[config.mk]
export PLATFORM = sky130hd
export DESIGN_NAME = branch_predict_unit
export DESIGN_NICKNAME = d
export VERILOG_FILES = /design/src/rtl/branch_predict_unit.sv
export SDC_FILE = /design/constraint.sdc
export NUM_CORES = 2
export LEC_CHECK = 0
export ABC_AREA = 1
export CAP_MARGIN = 20
export CORE_ASPECT_RATIO = 0.5
export CORE_MARGIN = 2
export CORE_UTILIZATION = 55
export CTS_BUF_LIST = sky130_fd_sc_hd__clkbuf_16
export DETAILED_ROUTE_END_ITERATION = 12
export DONT_BUFFER_PORTS = 1
export HOLD_SLACK_MARGIN = 0.03
export PLACE_DENSITY = 0.76
export SLEW_MARGIN = 15
export SYNTH_ARGS = -nofsm -noshare
export SYNTH_HDL_FRONTEND = slang
export SYNTH_SLANG_ARGS = --single-unit
[constraint.sdc]
create_clock -name clk -period 49.9 [get_ports clk]
set_input_delay 14.97 -clock clk [delete_from_list [all_inputs] [get_ports clk]]
set_output_delay 14.97 -clock clk [all_outputs]
set_load 0.05 [all_outputs]
[src/rtl/branch_predict_unit.sv]
// Direct-mapped branch predictor: tagged BTB with 2-bit saturating
// direction counters, zero-cycle lookup, ID-stage update and a
// saturating mispredict statistics counter.
module branch_predict_unit #(
    parameter int          PC_W    = 32,
    parameter int unsigned ENTRIES = 16,
    parameter int          CNT_W   = 16
) (
    input  logic              clk,
    input  logic              rst,
    input  logic [PC_W-1:0]   if_pc,
    output logic              pred_taken,
    output logic [PC_W-1:0]   pred_target,
    input  logic              upd_valid,
    input  logic [PC_W-1:0]   upd_pc,
    input  logic              upd_taken,
    input  logic [PC_W-1:0]   upd_target,
    input  logic              upd_pred_taken,
    input  logic [PC_W-1:0]   upd_pred_target,
    output logic              mispredict,
    output logic [PC_W-1:0]   redirect_pc,
    output logic [CNT_W-1:0]  mispredict_cnt
);

    localparam int IDX_W = $clog2(ENTRIES);
    localparam int TAG_W = PC_W - IDX_W;

    logic             valid_q  [ENTRIES];
    logic [TAG_W-1:0] tag_q    [ENTRIES];
    logic [PC_W-1:0]  target_q [ENTRIES];
    logic [1:0]       cnt_q    [ENTRIES];

    logic [CNT_W-1:0] mis_cnt_q, mis_cnt_d;

    logic [IDX_W-1:0] if_idx, upd_idx;
    logic [TAG_W-1:0] if_tag, upd_tag;
    logic             lk_hit, upd_hit;

    logic             wr_en;
    logic [1:0]       wr_cnt_d;
    logic [PC_W-1:0]  wr_target_d;

    assign if_idx  = if_pc[IDX_W-1:0];
    assign if_tag  = if_pc[PC_W-1:IDX_W];
    assign upd_idx = upd_pc[IDX_W-1:0];
    assign upd_tag = upd_pc[PC_W-1:IDX_W];

    // Fetch-side lookup from registered table state only, so a same-cycle
    // update is seen by the lookup one cycle later.
    always_comb begin
        lk_hit      = valid_q[if_idx] && (tag_q[if_idx] == if_tag);
        pred_taken  = lk_hit && cnt_q[if_idx][1];
        pred_target = pred_taken ? target_q[if_idx] : if_pc + PC_W'(1);
    end

    // Resolution check and correct-path redirect.
    always_comb begin
        mispredict  = upd_valid &&
                      ((upd_taken != upd_pred_taken) ||
                       (upd_taken && (upd_target != upd_pred_target)));
        redirect_pc = upd_taken ? upd_target : upd_pc + PC_W'(1);
    end

    // Next value of the entry addressed by the update: train on hit,
    // allocate as weak-taken on a taken miss, leave alone otherwise.
    always_comb begin
        upd_hit     = valid_q[upd_idx] && (tag_q[upd_idx] == upd_tag);
        wr_en       = 1'b0;
        wr_cnt_d    = cnt_q[upd_idx];
        wr_target_d = target_q[upd_idx];
        if (upd_valid) begin
            if (upd_hit) begin
                wr_en = 1'b1;
                if (upd_taken) begin
                    wr_target_d = upd_target;
                    if (cnt_q[upd_idx] != 2'b11) begin
                        wr_cnt_d = cnt_q[upd_idx] + 2'b01;
                    end
                end else if (cnt_q[upd_idx] != 2'b00) begin
                    wr_cnt_d = cnt_q[upd_idx] - 2'b01;
                end
            end else if (upd_taken) begin
                wr_en       = 1'b1;
                wr_cnt_d    = 2'b10;
                wr_target_d = upd_target;
            end
        end
    end

    // Saturating mispredict statistics counter next value.
    always_comb begin
        mis_cnt_d = mis_cnt_q;
        if (mispredict && (mis_cnt_q != '1)) begin
            mis_cnt_d = mis_cnt_q + CNT_W'(1);
        end
    end

    // Table and statistics registers; reset wins over any pending update.
    always_ff @(posedge clk or posedge rst) begin
        if (rst) begin
            for (int unsigned i = 0; i < ENTRIES; i++) begin
                valid_q[i]  <= 1'b0;
                tag_q[i]    <= '0;
                target_q[i] <= '0;
                cnt_q[i]    <= 2'b01;
            end
            mis_cnt_q <= '0;
        end else begin
            if (wr_en) begin
                valid_q[upd_idx]  <= 1'b1;
                tag_q[upd_idx]    <= upd_tag;
                target_q[upd_idx] <= wr_target_d;
                cnt_q[upd_idx]    <= wr_cnt_d;
            end
            mis_cnt_q <= mis_cnt_d;
        end
    end

    assign mispredict_cnt = mis_cnt_q;

endmodule

After elaboration in Yosys (flattened, before gate mapping) --
Index checks and enable logic that the tools add are counted.
Word-level totals: flip-flop bits (word level) 1024
Cells by class: add/sub/neg operators 5, bitwise logic cells 3, reduce and logical (&&, ||, !) cells 9, magnitude comparators 3, multiplexer cells 48, equality and inequality tests 6
Operators by type and width (count):
- $bwmux 512 | 1
- $bwmux 448 | 1
- $mux 32 | 9
- $bmux 32 s4 | 2
- $bmux 28 s4 | 2
- $mux 28 | 5
- $demux 32 s4 | 1
- $demux 28 s4 | 1
- $add 32x1->32 const B | 2
- $eq 28x28->1 | 2
- $bwmux 32 | 1
- $ne 32x32->1 | 1
- $mux 2 | 11
- $add 16x1->16 const B | 1
- $bmux 2 s4 | 2
- $ne 16x16->1 const B | 1
- $or 16x16->16 | 1
- $ge 5x5->1 const B | 2
- $not 4->5 | 2
- $bmux 1 s4 | 2
- $demux 2 s4 | 1
- $mux 1 | 8
- $logic_and 1x1->1 | 7
- $lt 5x1->1 const B | 1
- 7 further kinds | 7

Depth between registers and ports, before layout --
word-level depth 10, gate-level depth with buffers 25, mapped depth without buffers 20

Least setup slack after synthesis --
OpenSTA, ideal clock, no wires.
kind input to output, start point input if_pc[0], end point output pred_target[24], arrival time 17.995 ns, data required time 34.930 ns, stages on the path 17, path slack 16.935 ns, cell sequence buf_2 -> buf_2 -> buf_2 -> buf_2 -> o21ai_0 -> o211ai_1 -> nand3_1 -> nand3_1 -> nand2_1 -> nor2_1 -> nand2_1 -> nor2_1 -> inv_1 -> nor2_1 -> nand2_1 -> clkbuf_1 -> o21ai_0
On the way: word-level cells in the longest chain between the ends 8, elaborated cells between the ends (all ways) 18, classes of those cells add/sub: 1; eq/ne: 1; mux: 13; bitwise: 1; reduce/logical: 2
RTL lines:
- start, declared | line 11 | input logic [PC_W-1:0] if_pc,
- $not 4->5 (not written as such) | line 51, 52, 53
- $bmux 28 s4 | line 51 | lk_hit = valid_q[if_idx] && (tag_q[if_idx] == if_tag);
- $mux 28 (not written as such) (2 in series) | line 51
- $eq 28x28->1 | line 51
- $logic_and 1x1->1 | line 51
- $logic_and 1x1->1 | line 52 | pred_taken = lk_hit && cnt_q[if_idx][1];
- $mux 32 * | line 53 | pred_target = pred_taken ? target_q[if_idx] : if_pc + PC_W'(1);
- end, declared | line 13 | output logic [PC_W-1:0] pred_target,
Every way passes the cells marked *; elsewhere a longest branch is shown, timed or not. The select of a mux whose other input is x is not followed.

Final worst setup path --
start point input if_pc[0], end point output pred_target[15]
The elaborated chain is that of the path after synthesis.

==> impl_metrics.toml <==
[global_route]
grt_pass1_wl_mm = 330
overflow = 0
grt_max_degree = 728
grt_usage_pct = 38.5
antenna_found_initial = 9
grt_pass1_vias = 53500

[floorplan]
die_width_um = 469
fp.coreArea_um2 = 108000
die_area_um2 = 111000
io_pins = 215
row_count = 85
start_util_pct = 55.4
die_y_um = 237

[final_layout]
syn_to_final_growth_pct = 4.28
drive_gt1_share_pct = 3.19
nets = 8188
mostFrequentLayoutCells = "nand2_1 (2404), o21ai_0 (1787), dfrtp_1 (1008), inv_1 (693), nor2_1 (547)"
final_cells = 9556
final_common_cell = "nand2_1"

[cts]
cts.path.max_buffers = 3
post_cts_buffers = 0
hold_buffers = 0
clk_pin_slew_ps = 70
cts_buffers = 96
root_buffer = "clkbuf_16"
cts_max_level = 3
cts_resized = 0
cts_num_sinks = 1024
clk_latency_ps = 730
cts_tree = "yes"

[worst_setup_path]
crit_top_cell = "nor2_1"
rr_worst_depth = 17
cp.depth = 9
arrival_ps = 22750
r2r-start = "tag_q[278]"
crit_buf_inv = 3
cpPeakStageDelay_ps = 2390
crit_family = "buffers and inverters"
cp_data_required_time_ps = 34930
regToRegEndpoint = "tag_q[197]"
r2r_setup_slack_ps = 45190
cp_slowest_cell = "inv_8"
cp-start-kind = "input port"
crit_fanout = 727
cp_cell_sequence = "inv_8 > buf_4 > buf_4 > nor2_1 > o211ai_1 > o211ai_1 > nand3_1 > nor2_1 > nor2_1"
end_kind = "output pin"
critical_path_class = "in2out"

[synth]
ys_seq_area_share_pct = 43.0
synthCells = 8556
avgSynthCellArea_um2 = 6.96
synth-edff-count = 0
ys_ff_latch = 1024
ys_types = 52
synth_flop_cell = "dfrtp_1"
synth_area_um2 = 59600
yosysWarningCount = 0
synthArstFlopShare_pct = 100
syn_nets = 8695

[power_and_ir_drop]
swShare_pct = 33.0
ir_drop_mv = 0.0292
p_per_area_nw_per_um2 = 36.8
clockPowerShare_pct = 31.9
intPower_mw = 1.53
seqPwrFrac_pct = 48.0
comb_power_share_pct = 20.1
p_sw_uw = 753
leakage_nw = 29.3

[timing]
rsz0062_at_grt = "no"
worstMarginPinSlew_ps = 4510
hold_violations = 0
skew_ps = 26.2
report.final.slew_viol_count = 864
setup_viol = 0
relSlewSlack_pct = -200
tns_ps = 0
worst_hold_slack_ps = 467
max_freq_mhz = 26.5
fin_crit_ps = 37720
fin_crit_sh_pct = 75.6

[worst_hold_path]
hp-class = "reg2reg"
hold_depth = 2
hold_start = "cnt_q[2]"
worstHoldEndpoint = "cnt_q[2]"

[route]
drc = 0
drt_wl_total_mm = 218
drt_iter0_drc = 9247
post_drt_via_cell_ratio = 6.20
wl_per_cell_um = 22.8
antenna_left = 0
vias = 59300
drtPass1Iterations = 6

[status]
violations = "max-slew violations"
outcome = "finished with violations"

[placement]
io_buffers = 0
hpwl_mm = 120
gp_congestion = 0.931
place_inst = 9367

[run]
drv_cap = 0
cells in the mapped netlist (8+ instances only):
cell / number / area share (%)
buf_4: 26 / 0.33
dfrtp_1: 1008 / 42
o21ai_1: 122 / 1.0
inv_1: 677 / 4.3
clkinv_1: 9 / 0.057
o22ai_1: 39 / 0.41
o311ai_0: 9 / 0.13
a21oi_1: 501 / 4.2
a31oi_1: 10 / 0.11
nor2_1: 551 / 3.5
nand2_1: 2411 / 15
dfstp_2: 16 / 0.71
o31ai_1: 14 / 0.18
xnor2_1: 11 / 0.16
nand4_1: 28 / 0.29
nor3_1: 23 / 0.19
clkbuf_1: 375 / 2.4
a32o_1: 13 / 0.22
nand2_2: 8 / 0.084
buf_6: 15 / 0.28
xor2_1: 64 / 0.94
buf_2: 219 / 1.8
buf_1: 43 / 0.27
nand3_1: 321 / 2.7
o21ai_0: 1826 / 15
o211ai_1: 123 / 1.6
o211a_1: 9 / 0.15
a221oi_1: 11 / 0.16
a22o_1: 19 / 0.28
how the worst max path moves through the flow:
stage	startpoint	to
CTS	if_pc[3]	pred_target[15]
finish	if_pc[0]	pred_target[15]
detailed placement	if_pc[3]	pred_target[15]
global route	if_pc[3]	pred_target[10]
global placement	if_pc[3]	pred_target[15]
floorplan	rst	cnt_q[11]
sequential cells by signal (all words and copies together), names as in the netlist:
register        cells
target_q          512
tag_q             448
cnt_q              32
mispredict_cnt     16
valid_q            16
through the flow:
step           worst slack [ps]  power (mW)  cell area, um^2  util (%)
2_1_floorplan              6140        1.45            59600         -
3_3_place_gp              15210        1.53            59000      54.9
3_5_place_dp              15150        1.55            59000      54.9
4_1_cts                   15140        2.27            61900      57.6
5_1_grt                   14830        2.40            62100      57.8
6_report                  12180        2.28            62100      57.8
final cells by class:
| type | count | area [um^2] |
|---|---|---|
| inverter | 692 | 2630 |
| sequential | 1024 | 25600 |
| fill | 10000 | 45400 |
| clock buffer | 98 | 2450 |
| clock inverter | 68 | 485 |
| timing repair buffer | 75 | 613 |
| tap | 1435 | 1800 |
| multi-input combinational | 6160 | 28500 |
| antenna | 4 | 10.0 |
kinds of logic after synthesis:
| logic type | after synthesis | share of synthesized area (%) |
|---|---|---|
| buf+inv | 1372 | 9.49 |
| xor+xnor | 75 | 1.10 |
| simple gates | 3372 | 22.3 |
| fa+ha+maj | 7 | 0.143 |
| flops | 1024 | 43.0 |
| compound gates | 2706 | 23.9 |
worst min-delay path, cell delays in order, from the launching register on:
cell	delay [ps]
dfstp_2	370
nand2_1	50
nand2_1	50
power by group through the flow:
stage                     Combinational (mW)  Clock [mW]  Sequential (mW)
after detailed placement               0.445           0             1.11
after CTS                              0.447       0.728             1.09
after global routing                   0.523       0.763             1.11
after floorplan                        0.367           0             1.08
final                                  0.459       0.728             1.10
after global placement                 0.431           0             1.10
metal layers:
metal / GRT usage (%) / share of wire (%)
met1: 51.8 / 38
met2: 56.1 / 41
met3: 9.86 / 14
met4: 23.2 / 6.8
met5: 0 / 0.051
(Power assumes the default switching activity.)
